File: config.mk
export PLATFORM = sky130hd
export DESIGN_NAME = top
export DESIGN_NICKNAME = d
export VERILOG_FILES = /design/src/rtl/top_pkg.sv /design/src/rtl/top_seq_gen.sv /design/src/rtl/top.sv
export SDC_FILE = /design/constraint.sdc
export NUM_CORES = 1
export LEC_CHECK = 0
export BUFFER_PORTS_ARGS = -buffer_cell sky130_fd_sc_hd__buf_2
export CORE_MARGIN = 2
export CORE_UTILIZATION = 30
export DETAILED_ROUTE_END_ITERATION = 6
export PLACE_DENSITY = 0.54
export SLEW_MARGIN = 20
export SYNTH_ARGS = -nofsm -noshare
export SYNTH_HDL_FRONTEND = slang
export SYNTH_SLANG_ARGS = --single-unit
File: constraint.sdc
create_clock -name clock -period 3.2 [get_ports clock]
set_clock_uncertainty 0.1 [all_clocks]
set_input_delay 0.96 -clock clock [delete_from_list [all_inputs] [get_ports clock]]
set_output_delay 0.96 -clock clock [all_outputs]
set_load 0.02 [all_outputs]
File: src/rtl/top_pkg.sv
// top_pkg: shared width, FSM state and stream word types for the sequence generator
package top_pkg;
  localparam int DATA_W = 64;
  typedef enum logic [1:0] {IDLE = 2'd0, EMIT = 2'd1, EOS = 2'd2, DONE = 2'd3} state_t;
  typedef struct packed {
    logic [DATA_W-1:0] field0;
    logic              field1;
  } word_t;
endpackage

File: src/rtl/top_seq_gen.sv
// top_seq_gen: element value/count register with load, step and last-element detect
module top_seq_gen import top_pkg::*; #(
  parameter int unsigned       COUNT = 10,
  parameter logic [DATA_W-1:0] START = 0,
  parameter logic [DATA_W-1:0] STEP  = 1
) (
  input  logic              clock,
  input  logic              reset,
  input  logic              load,
  input  logic              step,
  output logic [DATA_W-1:0] value,
  output logic              last
);
  localparam int CW = COUNT == 0 ? 1 : $clog2(COUNT + 1);
  logic [CW-1:0] count;
  assign last = COUNT != 0 && count == CW'(COUNT - 1);
  always_ff @(posedge clock) begin
    if (reset || load) begin
      value <= START;
      count <= '0;
    end else if (step) begin
      value <= value + STEP;
      count <= count + 1'b1;
    end
  end
endmodule

File: src/rtl/top.sv
// top: start-token triggered arithmetic sequence stream with EOS word and completion token
module top import top_pkg::*; #(
  parameter int unsigned       COUNT = 10,
  parameter logic [DATA_W-1:0] START = 0,
  parameter logic [DATA_W-1:0] STEP  = 1
) (
  input  logic              clock,
  input  logic              reset,
  input  logic              inCtrl_valid,
  output logic              inCtrl_ready,
  output logic              out0_valid,
  input  logic              out0_ready,
  output logic [DATA_W-1:0] out0_data_field0,
  output logic              out0_data_field1,
  output logic              outCtrl_valid,
  input  logic              outCtrl_ready
);
  state_t            state, state_n;
  logic [DATA_W-1:0] value;
  logic              last, in_hs, out_hs;
  word_t             word;
  assign in_hs  = state == IDLE && inCtrl_valid;
  assign out_hs = (state == EMIT || state == EOS) && out0_ready;
  always_comb begin
    state_n = state;
    unique case (state)
      IDLE: state_n = inCtrl_valid ? (COUNT == 0 ? EOS : EMIT) : IDLE;
      EMIT: state_n = out0_ready && last ? EOS : EMIT;
      EOS:  state_n = out0_ready ? DONE : EOS;
      DONE: state_n = outCtrl_ready ? IDLE : DONE;
    endcase
  end
  always_ff @(posedge clock) state <= reset ? IDLE : state_n;
  top_seq_gen #(.COUNT(COUNT), .START(START), .STEP(STEP)) u_seq (
    .clock (clock),
    .reset (reset),
    .load  (in_hs),
    .step  (out_hs && state == EMIT),
    .value (value),
    .last  (last)
  );
  // all stream outputs decode from registered state/value only
  assign word             = '{field0: state == EMIT ? value : '0, field1: state == EOS};
  assign inCtrl_ready     = state == IDLE;
  assign out0_valid       = state == EMIT || state == EOS;
  assign out0_data_field0 = word.field0;
  assign out0_data_field1 = word.field1;
  assign outCtrl_valid    = state == DONE;
endmodule

==> impl_metrics.yaml, run 1 <==
grt:
  grt_usage: 0.151
  grt_pass1_vias: 3542
  grt_pass1_wl_um: 17100
  grt_max_degree: 31
  overflow: 0
  antenna_found_initial: 0
critical_path:
  crit_arrival_ns: 1.90
  critPathCaptureType: "output port"
  cp_max_fo: 9
  required_ns: 2.14
  critical_path_class: "reg2out"
  start_kind: "flop"
placement:
  numPortBuffers: 72
  place.gp.congestion: 0.794
  hpwl_um: 7560
layout:
  n_fill_cell: 1294
  area_growth_syn_to_layout_pct: 25.2
  nets: 575
  final_cell_mix: "buf_2, dfxtp_1, and2_1"
  final_common_cell: "buf_2"
  diodes: 0
  drive_above_1_share: 0.206
  final_util: 0.384
logic_synthesis:
  synth_top_area_frac: 0.364
  ys_types: 42
  yosysWarnings: 0
  syn-cell-area_mm2: 0.00385
  ys_async_sr_fraction: 0
  synth-seq-cells: 70
  synth_seq_area_share: 0.364
  synth_area_leaders: "dfxtp_1, and2_1, nor2_1, a21oi_1, nand4_1"
  synth_cells: 484
  synth_fp_nets: 497
  yosysTopAreaCell: "dfxtp_1"
  synth_edf_count: 0
  synth_ff_type: "dfxtp_1"
  postSynthAreaPerCell_um2: 7.96
timing:
  slew_violations: 0
  max_freq_mhz: 338
  setup_tns_ns: 0
  worst_pin_slew_ns: 0.657
  finalCritPeriodShare: 0.925
  slew_headroom: 0.562
  period_needed_ns: 2.96
  rsz0062_at_grt: "false"
  setup_viol: 0
  hold_violations: 0
routing:
  vias_per_cell: 5.05
  routed_wl_um: 10400
  drt_iter0_markers: 255
  wire_per_inst_um: 14.1
  ant_nets: 0
  num_vias: 3733
  post-route-drc-count: 0
  drt_first_pass_iters: 4
floorplan:
  core_mm2: 0.0126
  fp.dieArea_mm2: 0.0138
  io_pins: 73
  die_h_um: 117
  num_rows: 41
  start_util: 0.307
  die_x_um: 117
power:
  p_per_area_mw_per_mm2: 429
  ir_drop_v: 0.000243
  p_leak_uw: 0.00187
clock_network:
  clock_latency_ns: 0.33
  hold_buffers: 0
  cts_sinks: 70
  clock_path_buffers: 2
  cts_buffers: 9
  cts_resized: 0
  cts_root_buf: "clkbuf_16"
  cts_setup_buffers: 0
  cts_tree: "yes"
  clkTransAtPathRegs_ns: 0.05
  h-tree-depth: 3
flow_run:
  drv_cap: 0
status:
  status: "completed"
min_path:
  hold_path.class: "reg2reg"
-- report_power, final --
group	leakage (µW)	switching, µW	internal (µW)	total [µW]
sequential	0.000564	1.77	873	875
combinational	0.00114	57.8	23.2	81.0
clock	0.000166	368	745	1110
total	0.00187	428	1640	2070
-- critical path, cell delays in order, from the launching register on --
cell	delay, ns
dfxtp_1	0.33
inv_1	0.10
ha_1	0.30
clkinv_1	0.37
nor2_1	0.27
buf_2	0.21
-- sequential cells by signal, indices dropped and copies added (netlist names) --
register and flops:
state 2, u_seq.value 64, u_seq.count 4
-- Yosys cell counts, drive strengths merged, types with 7 or more instances --
library cell and number:
dfxtp 70, and2 56, nor2 52, a21oi 33
nand2 31, nand4 28, clkbuf 22, nand3 19
or3 19, or4 18, o31ai 17, xor2 17
o21ai 15, inv 13, xnor2 11, nor3 10
and3 8, ha 8, nor4 7
-- metrics by stage --
stage                     setup slack (ns)  instances  power (µW)  hold slack (ns)  instance area [µm²]
final                                0.241        739        2070            0.379                 4830
after CTS                            0.215        739        2090            0.388                 4830
after floorplan                      0.478        484         941            0.347                 3850
after global routing                0.0777        739        2140            0.411                 4830
after global placement               0.290        723         974            0.359                 4490
after detailed placement             0.263        723         976            0.380                 4490
-- path summary, 6_finish.rpt --
path / start / slack, ns / depth (start not counted) / end
min reg2reg: u_seq.value[63] / 0.38 / 2 / u_seq.value[63]
max: state[1] / 0.24 / 5 / out0_data_field0[35]
max reg2reg: state[0] / 0.54 / 7 / u_seq.value[49]
min: u_seq.value[63] / 0.38 / 2 / u_seq.value[63]
-- cells by family after synthesis --
family	after synthesis	synth area share
adders and majority gates	8	0.0260
DFF	70	0.364
buffers and inverters	39	0.0402
and+or+nand+nor	258	0.377
xor gates and xnor gates	28	0.0636
muxes	2	0.00519
AOI/OAI and AO/OA	79	0.124
-- final cells by class --
cell class	instances	area (µm²)	share of cell area
multi-input cells	375	2300	0.476
flip-flops and latches	70	1400	0.290
repair buffers	92	523	0.108
clock buffers	13	270	0.0560
well taps	172	215	0.0446
clock inverters	3	65.1	0.0135
inverters	14	52.6	0.0109
-- per-layer routing --
metal  wire length [µm]  part of all wire  track usage
met5                  0                 0            0
met4                 65            0.0062       0.0384
met3                619             0.059       0.0384
met2               4910              0.47        0.246
met1               4820              0.46        0.200
No activity file was read; power rests on OpenSTA's default activity.
==> inputs of run 2 (changes only) <==
--- a/config.mk
+++ b/config.mk
@@ -5,6 +5,7 @@
 export SDC_FILE = /design/constraint.sdc
 export NUM_CORES = 1
 export LEC_CHECK = 0
+export ABC_AREA = 1
 export BUFFER_PORTS_ARGS = -buffer_cell sky130_fd_sc_hd__buf_2
 export CORE_MARGIN = 2
 export CORE_UTILIZATION = 30
==> impl_metrics.yaml, run 2 <==
routing:
  num_vias: 5035
  ant_nets: 0
  drt_iter0_markers: 375
  wire_per_inst_um: 13.7
  routed_wl_um: 14800
  drt_first_pass_iters: 5
  vias_per_cell: 4.66
  post-route-drc-count: 0
grt:
  grt_pass1_vias: 4604
  grt_max_degree: 51
  overflow: 0
  antenna_found_initial: 0
  grt_pass1_wl_um: 23700
  grt_usage: 0.186
critical_path:
  crit_path_max_incr_delay_ns: 0.32
  critPathCaptureType: "output port"
  start_kind: "flop"
  required_ns: 2.14
  crit_buf_inv: 4
  critical_path_class: "reg2out"
  r2r_slack_ns: 0.90
  cp_max_fo: 34
  path_cells: "inv_1, ha_2, buf_4, nand2_1, inv_1, buf_2"
  critPathSlowestCell: "dfxtp_1"
  path_common_cell: "inv_1"
  path_delay_family: "buffers and inverters"
  crit_arrival_ns: 1.64
logic_synthesis:
  synth_top_area_frac: 0.301
  ys_async_sr_fraction: 0
  postSynthAreaPerCell_um2: 5.71
  synth_area_leaders: "dfxtp_1, nand2_1, nor2_1, inv_1, a21oi_1"
  syn-cell-area_mm2: 0.00466
  synth_ff_type: "dfxtp_1"
  synth_edf_count: 0
  ys_types: 30
  synth_cells: 816
  synth.most_common_cell: "nand2_1"
  yosysTopAreaCell: "dfxtp_1"
  yosysWarnings: 0
  synth_fp_nets: 829
  synth-seq-cells: 70
  synth_common_cells: "nand2_1, nor2_1, inv_1"
  synth_seq_area_share: 0.301
floorplan:
  die_h_um: 129
  io_pins: 73
  num_rows: 45
  die_x_um: 129
  core_mm2: 0.0152
  fp.dieArea_mm2: 0.0165
  start_util: 0.306
clock_network:
  cts_setup_buffers: 0
  cts_buffers: 9
  cts_tree: "yes"
  cts_resized: 0
  clock_path_buffers: 2
  clkTransAtPathRegs_ns: 0.05
  h-tree-depth: 3
  clock_latency_ns: 0.34
  cts_root_buf: "clkbuf_16"
  hold_buffers: 0
  cts_sinks: 70
layout:
  regMostFlops: "u_seq.value"
  fin_cells: 1081
  final_common_cell: "nand2_1"
  drive_above_1_share: 0.125
  final_area_mm2: 0.00555
  final_cell_mix: "nand2_1, nor2_1, inv_1"
  nets: 901
  diodes: 0
  reg_top3: "u_seq.value (64), u_seq.count (4), state (2)"
  area_growth_syn_to_layout_pct: 19.2
  largest_reg_flops: 64
timing:
  max_freq_mhz: 370
  hold_violations: 0
  finalCritPeriodShare: 0.845
  slew_violations: 0
  setup_tns_ns: 0
  setup_viol: 0
  period_needed_ns: 2.70
  worst_pin_slew_ns: 0.677
  rsz0062_at_grt: "false"
  slew_headroom: 0.546
power:
  p_leak_uw: 0.00250
  p_total_uw: 2030
  ir_drop_v: 0.000231
  p_per_area_mw_per_mm2: 366
placement:
  numPlacedInstances: 1065
  post_dp_cell_area_mm2: 0.00523
  hpwl_um: 11500
  place.gp.congestion: 0.886
  numPortBuffers: 72
flow_run:
  drv_cap: 0
status:
  status: "completed"
min_path:
  hold_path.class: "reg2reg"
-- run 2: cell types whose count changed after synthesis, sizes merged, moves of 11 or more --
cell	delta
o21ai	+11
xor2	-15
o31ai	-17
or3	-19
nand4	-13
nand3	+21
or4	-18
and2	-54
nor2	+122
nand2	+221
a21oi	+16
inv	+116
-- run 2: cells by family (layout without fill, tap and decap cells) --
kind of cell    after synthesis  count (layout)  synth area share
simple gates                505             505             0.458
fa+ha+maj                     8               8            0.0215
compound gates               85              85            0.0970
xor+xnor                      3               3           0.00564
buf+inv                     145             222             0.117
flops                        70              70             0.301
-- run 2: path summary, 6_finish.rpt --
path,start,cells past startpoint,to
worst max-delay path,state[1],6,out0_data_field0[30]
worst min-delay path,u_seq.count[2],2,u_seq.count[2]
worst max register to register,state[0],11,u_seq.value[35]
worst min register to register,u_seq.count[2],2,u_seq.count[2]
-- run 2: final cells by class --
cell class	instances	area, µm²
well taps	188	235
repair buffers	76	390
inverters	130	488
flip-flops and latches	70	1400
clock inverters	4	70.1
multi-input cells	601	2720
fillers	1740	9650
clock buffers	12	246
-- run 2: power breakdown --
group	internal, µW	switching (µW)
Combinational	19.0	55.6
Sequential	873	1.23
Clock	701	382
Total	1590	439
-- run 2: layer usage --
| metal | GRT usage | wire length (µm) | vias to the layer above |
|---|---|---|---|
| li1 | - | - | 2664 |
| met1 | 0.258 | 7280 | 2207 |
| met2 | 0.293 | 6360 | 141 |
| met3 | 0.0262 | 792 | 23 |
| met4 | 0.0754 | 329 | 0 |
| met5 | 0 | 0 | - |
-- run 2: through the flow --
step	hold slack [ns]	util	setup WS (ns)
6_report	0.387	0.365	0.496
5_1_grt	0.416	0.365	0.321
4_1_cts	0.392	0.365	0.464
3_5_place_dp	0.382	0.344	0.630
3_3_place_gp	0.378	0.344	0.688
2_1_floorplan	0.355	-	0.729
-- run 2: tightest hold or removal path, cell delays in order (launching register included) --
cell and delay, ns:
dfxtp_1 0.31, inv_1 0.08, a21oi_1 0.06
